$ cat config.mk
export PLATFORM = sky130hd
export DESIGN_NAME = clint_ctrl
export DESIGN_NICKNAME = d
export VERILOG_FILES = /design/src/rtl/clint_ctrl.sv
export SDC_FILE = /design/constraint.sdc
export NUM_CORES = 1
export LEC_CHECK = 0
export BUFFER_PORTS_ARGS = -buffer_cell sky130_fd_sc_hd__buf_2
export CAP_MARGIN = 20
export CELL_PAD_IN_SITES_DETAIL_PLACEMENT = 0
export CELL_PAD_IN_SITES_GLOBAL_PLACEMENT = 1
export CORE_ASPECT_RATIO = 1.1
export CORE_MARGIN = 2
export CORE_UTILIZATION = 26
export DETAILED_ROUTE_END_ITERATION = 7
export PLACE_DENSITY = 0.9
export SYNTH_ARGS = -nofsm -noshare
export SYNTH_HDL_FRONTEND = slang
export SYNTH_SLANG_ARGS = --single-unit
$ cat constraint.sdc
create_clock -name clk -period 2.4 [get_ports clk]
set_input_delay 0.36 -clock clk [delete_from_list [all_inputs] [get_ports clk]]
set_output_delay 0.36 -clock clk [all_outputs]
set_load 0.02 [all_outputs]
$ cat src/rtl/clint_ctrl.sv
// Core-local trap sequencer: stalls the pipeline, writes mstatus/mepc/mcause
// through a dedicated CSR port, then redirects the PC to mtvec or mepc.
module clint_ctrl #(
  parameter int          INT_WIDTH = 8,
  parameter logic [31:0] EXT_CAUSE = 32'h8000_0010
) (
  input  logic                 clk,
  input  logic                 rst,
  input  logic [31:0]          inst_i,
  input  logic [31:0]          inst_addr_i,
  input  logic                 jump_flag_i,
  input  logic [31:0]          jump_addr_i,
  input  logic                 div_busy_i,
  input  logic [INT_WIDTH-1:0] int_flag_i,
  input  logic                 global_int_en_i,
  input  logic [31:0]          csr_mtvec_i,
  input  logic [31:0]          csr_mepc_i,
  input  logic [31:0]          csr_mstatus_i,
  output logic                 hold_flag_o,
  output logic                 csr_wen_o,
  output logic [11:0]          csr_waddr_o,
  output logic [31:0]          csr_wdata_o,
  output logic                 int_jump_flag_o,
  output logic [31:0]          int_addr_o
);

  localparam logic [2:0] S_IDLE     = 3'd0;
  localparam logic [2:0] S_MSTATUS  = 3'd1;
  localparam logic [2:0] S_MEPC     = 3'd2;
  localparam logic [2:0] S_MCAUSE   = 3'd3;
  localparam logic [2:0] S_TRAP_JMP = 3'd4;
  localparam logic [2:0] S_MRET_ST  = 3'd5;
  localparam logic [2:0] S_RET_JMP  = 3'd6;

  localparam logic [31:0] INST_ECALL  = 32'h0000_0073;
  localparam logic [31:0] INST_EBREAK = 32'h0010_0073;
  localparam logic [31:0] INST_MRET   = 32'h3020_0073;

  localparam logic [11:0] CSR_MSTATUS = 12'h300;
  localparam logic [11:0] CSR_MEPC    = 12'h341;
  localparam logic [11:0] CSR_MCAUSE  = 12'h342;

  logic [2:0]  state;
  logic [2:0]  state_nxt;
  logic [31:0] cause;
  logic [31:0] epc;
  logic        trig_sync;
  logic        trig_mret;
  logic        trig_async;
  logic [31:0] irq_cause;

  assign trig_sync  = (inst_i == INST_ECALL) || (inst_i == INST_EBREAK);
  assign trig_mret  = (inst_i == INST_MRET);
  assign trig_async = global_int_en_i && !div_busy_i && (|int_flag_i);

  // Scan from the top down so the lowest set line is the last assignment.
  always_comb begin
    irq_cause = EXT_CAUSE;
    for (int k = INT_WIDTH - 1; k >= 0; k--) begin
      if (int_flag_i[k]) irq_cause = EXT_CAUSE + 32'(k);
    end
  end

  always_comb begin
    state_nxt = state;
    case (state)
      S_IDLE: begin
        if (trig_sync)       state_nxt = S_MSTATUS;
        else if (trig_mret)  state_nxt = S_MRET_ST;
        else if (trig_async) state_nxt = S_MSTATUS;
      end
      S_MSTATUS:  state_nxt = S_MEPC;
      S_MEPC:     state_nxt = S_MCAUSE;
      S_MCAUSE:   state_nxt = S_TRAP_JMP;
      S_TRAP_JMP: state_nxt = S_IDLE;
      S_MRET_ST:  state_nxt = S_RET_JMP;
      S_RET_JMP:  state_nxt = S_IDLE;
      default:    state_nxt = S_IDLE;
    endcase
  end

  always_ff @(posedge clk or negedge rst) begin
    if (!rst) begin
      state <= S_IDLE;
      cause <= 32'd0;
      epc   <= 32'd0;
    end else begin
      state <= state_nxt;
      if (state == S_IDLE) begin
        if (trig_sync) begin
          cause <= (inst_i == INST_ECALL) ? 32'd11 : 32'd3;
          epc   <= inst_addr_i;
        end else if (!trig_mret && trig_async) begin
          // The ID instruction is squashed; resume at the pending jump target if any.
          cause <= irq_cause;
          epc   <= jump_flag_i ? jump_addr_i : inst_addr_i;
        end
      end
    end
  end

  // Stall is combinational on the detection cycle, gated so reset forces it low.
  assign hold_flag_o = rst && ((state != S_IDLE) || trig_sync || trig_mret || trig_async);

  always_comb begin
    csr_wen_o       = 1'b0;
    csr_waddr_o     = 12'd0;
    csr_wdata_o     = 32'd0;
    int_jump_flag_o = 1'b0;
    int_addr_o      = 32'd0;
    case (state)
      S_MSTATUS: begin
        csr_wen_o   = 1'b1;
        csr_waddr_o = CSR_MSTATUS;
        csr_wdata_o = {csr_mstatus_i[31:8], csr_mstatus_i[3], csr_mstatus_i[6:4],
                       1'b0, csr_mstatus_i[2:0]};
      end
      S_MEPC: begin
        csr_wen_o   = 1'b1;
        csr_waddr_o = CSR_MEPC;
        csr_wdata_o = epc;
      end
      S_MCAUSE: begin
        csr_wen_o   = 1'b1;
        csr_waddr_o = CSR_MCAUSE;
        csr_wdata_o = cause;
      end
      S_TRAP_JMP: begin
        int_jump_flag_o = 1'b1;
        int_addr_o      = csr_mtvec_i & 32'hFFFF_FFFC;
      end
      S_MRET_ST: begin
        csr_wen_o   = 1'b1;
        csr_waddr_o = CSR_MSTATUS;
        csr_wdata_o = {csr_mstatus_i[31:8], 1'b1, csr_mstatus_i[6:4],
                       csr_mstatus_i[7], csr_mstatus_i[2:0]};
      end
      S_RET_JMP: begin
        int_jump_flag_o = 1'b1;
        int_addr_o      = csr_mepc_i;
      end
      default: ;
    endcase
  end

endmodule

Word level (Yosys, flattened, before mapping)
Index checks and enable logic that the tools add are counted.
Operators by class
  eq/ne operators: 10
  muxes and demuxes: 23
  reduce and logical (&&, ||, !) cells: 18
Operators by type and width (number)
  32-bit two-way mux: 10
  32-bit case mux with 4 select lines: 1
  32-bit case mux with 2 select lines: 1
  32-bit by 21-bit equality test with 1-bit output (second input constant): 1
  32-bit by 30-bit equality test with 1-bit output (second input constant): 1
  32-bit by 7-bit equality test with 1-bit output (second input constant): 1
  10-bit case mux with 3 select lines: 1
  3-bit two-way mux: 6
  3-bit case mux with 5 select lines: 1
  3-bit equality test (second input constant): 3
  8-bit OR reduction: 1
  3-bit by 2-bit equality test with 1-bit output (second input constant): 2
  1-bit logical AND: 4
  1-bit logical OR: 4
  4-bit two-way mux: 1
  4-bit != test (second input constant): 1
  2-bit OR reduction: 2
  4-bit OR reduction: 1
  3-bit by 1-bit equality test with 1-bit output (second input constant): 1
  3-bit logical NOT: 1
  3-bit nonzero test: 1
  1-bit logical NOT: 2
  1-bit two-way mux: 2
  2-bit AND reduction: 1
  2-bit nonzero test: 1
Word-level totals
  register bits after elaboration: 67

Depth between registers and ports, before layout
  word-level depth: 10
  depth in mapped cells: 6
  depth with buffers taken out: 5

Worst setup path after synthesis
Ideal clock, no wire load.
  path type: flip-flop to output port
  start point: register state[1]
  end point: output port csr_wdata_o[22]
  arrival time: 1.981 ns
  required time: 2.040 ns
  path slack: 0.059 ns
  stages on the path, launching flop included: 7
  path buffers: 3
  cell sequence: dfrtp_1 > clkbuf_1 > nand2b_1 > clkbuf_1 > nor2_1 > clkbuf_1 > a22o_1
On the way
  word-level cells in the longest chain between the ends: 2
RTL lines
  start, declared: line 43  | logic [2:0] state;
  start signal, assigned: line 88  | state <= state_nxt;
  3-bit equality test (tied with other cells): line 111  | case (state)
  32-bit case mux with 4 select lines (*): line 111
  end, declared: line 22  | output logic [31:0] csr_wdata_o,
Mark *: on every way between the ends. The rest lies on a longest branch, timed or not.

Final worst setup path
  start point: register state[1]
  end point: output port csr_wdata_o[0]
Same word-level chain as after synthesis.

==> metrics.txt <==
Synth-to-Final Area Change 55.4%; Reg area 1000 um^2; Met2 Wirelength 6.15 mm; initial antenna violation count 1; flop2flop setup slack 0.31 ns; Worst Setup SP state[1]$_DFFE_PN0P_; routed wire length 11.5 mm; gpl congestion 0.829; Synth Area per Inst 10.5 um^2; CP Data Arrival Time 1.84 ns; LEAKAGE 2.66 nW; area leader, netlist dfrtp_1; total CTS buffers 5; worst-case vdd ir drop 0.565 mV; async set-reset flop share out of synthesis 100%; Crit Reg-Reg Startpoint state[1]$_DFFE_PN0P_; total global-route track usage 16.5%; RSZ-0062 raised after global routing false; Final ANT Viol Nets 0; most common cell after layout, fill and taps aside buf_2; CTS tree yes; post-CTS sizing 0; Final HPWL DP 9.38 mm; Reg2Reg Capture Point epc[29]$_DFFE_PN0P_; Final Max Tran Viols 0; Critical Path End csr_wdata_o[0]; routed wl met3 1.01 mm; CTS root buf clkbuf_16; Syn Inst Count 302; setup TNS 0 ns; minimum clock period 2.20 ns; layout cells sized above 1 64.9%; Post-synth EDFFs 0; Worst EP required 2.04 ns; core area 12000 um^2; Synth Register Bits 40; top_reg_cell synth dfrtp_1; maximum buffer depth of the clock tree 2; top cells by area, synth dfrtp_1 (31%), mux2_2 (13%), mux2_4 (12%), mux2i_1 (11%), a22o_1 (6.9%); DRC Markers 0; Worst Clk Skew 0.00494 ns; Power, Total 5.26 mW; Yosys top cell area share 31.5%; area of the multi-input gates 2010 um^2; drt initial violations 77; CTS Sinks 40; Die Ht 120 um; WS Path Type flop to output pin; cell row count 42; post-synthesis cell area 3180 um^2; Tcrit/Tclk final 91.6%; Highest Signal Layer met4; Starting Density 26.5%; Die W 109 um; Yosys cell types 40; vias per std cell 4.66; remaining global-route overflow 0; yosys warns 0; M1 WL 4.23 mm; Max Clk Rate 455 MHz; pwr dens 1060 nW/um^2; Max FO, Critical Path 31; worst min-delay path class input pin to asynchronous set/reset pin; Clock Latency Late Sink 0.28 ns; Worst-path clk slew 0.06 ns; post-layout util 41.3%; total number of vias 3394; setup bufs post-CTS 0; Hold Violations, Final 0; largest net degree at the start of global routing 41; Max-Cap Viols 0; H-tree depth 2; commonest cells after routing, fill and taps aside buf_2 (274), dfrtp_1 (39), mux2_2 (38), mux2i_1 (36), nor2_1 (33); First-pass DRT Iterations 4; Setup-failing EPs final 0; Ports 284; register area share after synthesis 31.5%; number of global-route vias before repair 3345; die footprint 13100 um^2; status finished, final reports clean; filler cell count 1176; drt wl/cell 15.8 um; crit end category output pin; first-pass GRT wire length 16.6 mm; nets 777; path depth of the worst reg2reg path 5; Hold Buf Count CTS 0; Worst Setup Start Kind flop; port buffer count 274
## sequential cells by signal (all words and copies together), names as in the netlist
| name | flops |
|---|---|
| cause | 5 |
| state | 3 |
| epc | 32 |
## worst min path at each step
stage / endpoint
final: epc[22]$_DFFE_PN0P_
after global placement: epc[1]$_DFFE_PN0P_
after global routing: cause[3]$_DFFE_PN0P_
after CTS: epc[22]$_DFFE_PN0P_
after floorplan: cause[0]$_DFFE_PN0P_
after detailed placement: epc[26]$_DFFE_PN0P_
## per-stage QoR
step                      setup slack, ns  area, um^2  hold WS [ns]  std cells
final                               0.202        4940         0.196        728
after floorplan                    0.0587        3200        0.0644        308
after CTS                           0.143        4940         0.234        727
after global routing               0.0452        4940         0.243        727
after global placement             0.0416        4760         0.491        719
after detailed placement          0.00397        4760         0.494        719
## synth_stat cells, types with 3 or more instances
library cell  instances
and3_1                3
clkbuf_1             13
nand2b_1              7
inv_1                 6
o21ai_0               9
buf_6                 3
nand2_1               6
o22ai_1               3
nor4_1                4
mux2_2               38
dfrtp_1              40
a21oi_1               3
mux2i_1              36
nor2_1               34
a22o_1               25
buf_2                 4
nor4_2                3
mux2_4               26
nor3_1                5
buf_4                 9
## cells by family (layout without fill, tap and decap cells)
kind of cell           after synthesis  count (layout)  share of synthesized area [%]
other                                1               8                          0.118
multiplexers                       101             101                           37.4
AND/OR/NAND/NOR                     75              75                           12.6
AO/OA/AOI/OAI                       48              48                           12.1
buffers and inverters               37             302                           6.29
flip-flops                          40              40                           31.5
## per-layer routing
| layer | up-vias | global-route usage, % |
|---|---|---|
| met5 | - | 0 |
| met4 | 0 | 3.72 |
| met3 | 6 | 2.99 |
| met2 | 172 | 32.6 |
| met1 | 1584 | 17.5 |
| li1 | 1632 | - |
## area by class of cell
cell class / instances / area share, %
Antenna cell: 1 / 0.0506
Clock buffer: 7 / 3.09
Clock inverter: 1 / 0.607
Inverter: 6 / 0.456
Multi-Input combinational cell: 231 / 40.7
Sequential cell: 40 / 20.3
Tap cell: 154 / 3.90
Timing Repair Buffer: 288 / 30.9
## where the power goes
group / internal, mW / switching (mW) / leakage (nW)
Clock: 0.547 / 0.255 / 0.0901
Combinational: 1.47 / 1.76 / 2.09
Sequential: 1.01 / 0.217 / 0.479
## critical path: stages, from the launching register on
cell	delay [ns]
dfrtp_2	0.40
buf_4	0.22
nor2b_2	0.28
buf_12	0.23
nand2_1	0.07
o21ai_0	0.11
buf_2	0.22
(Power assumes the default switching activity.)
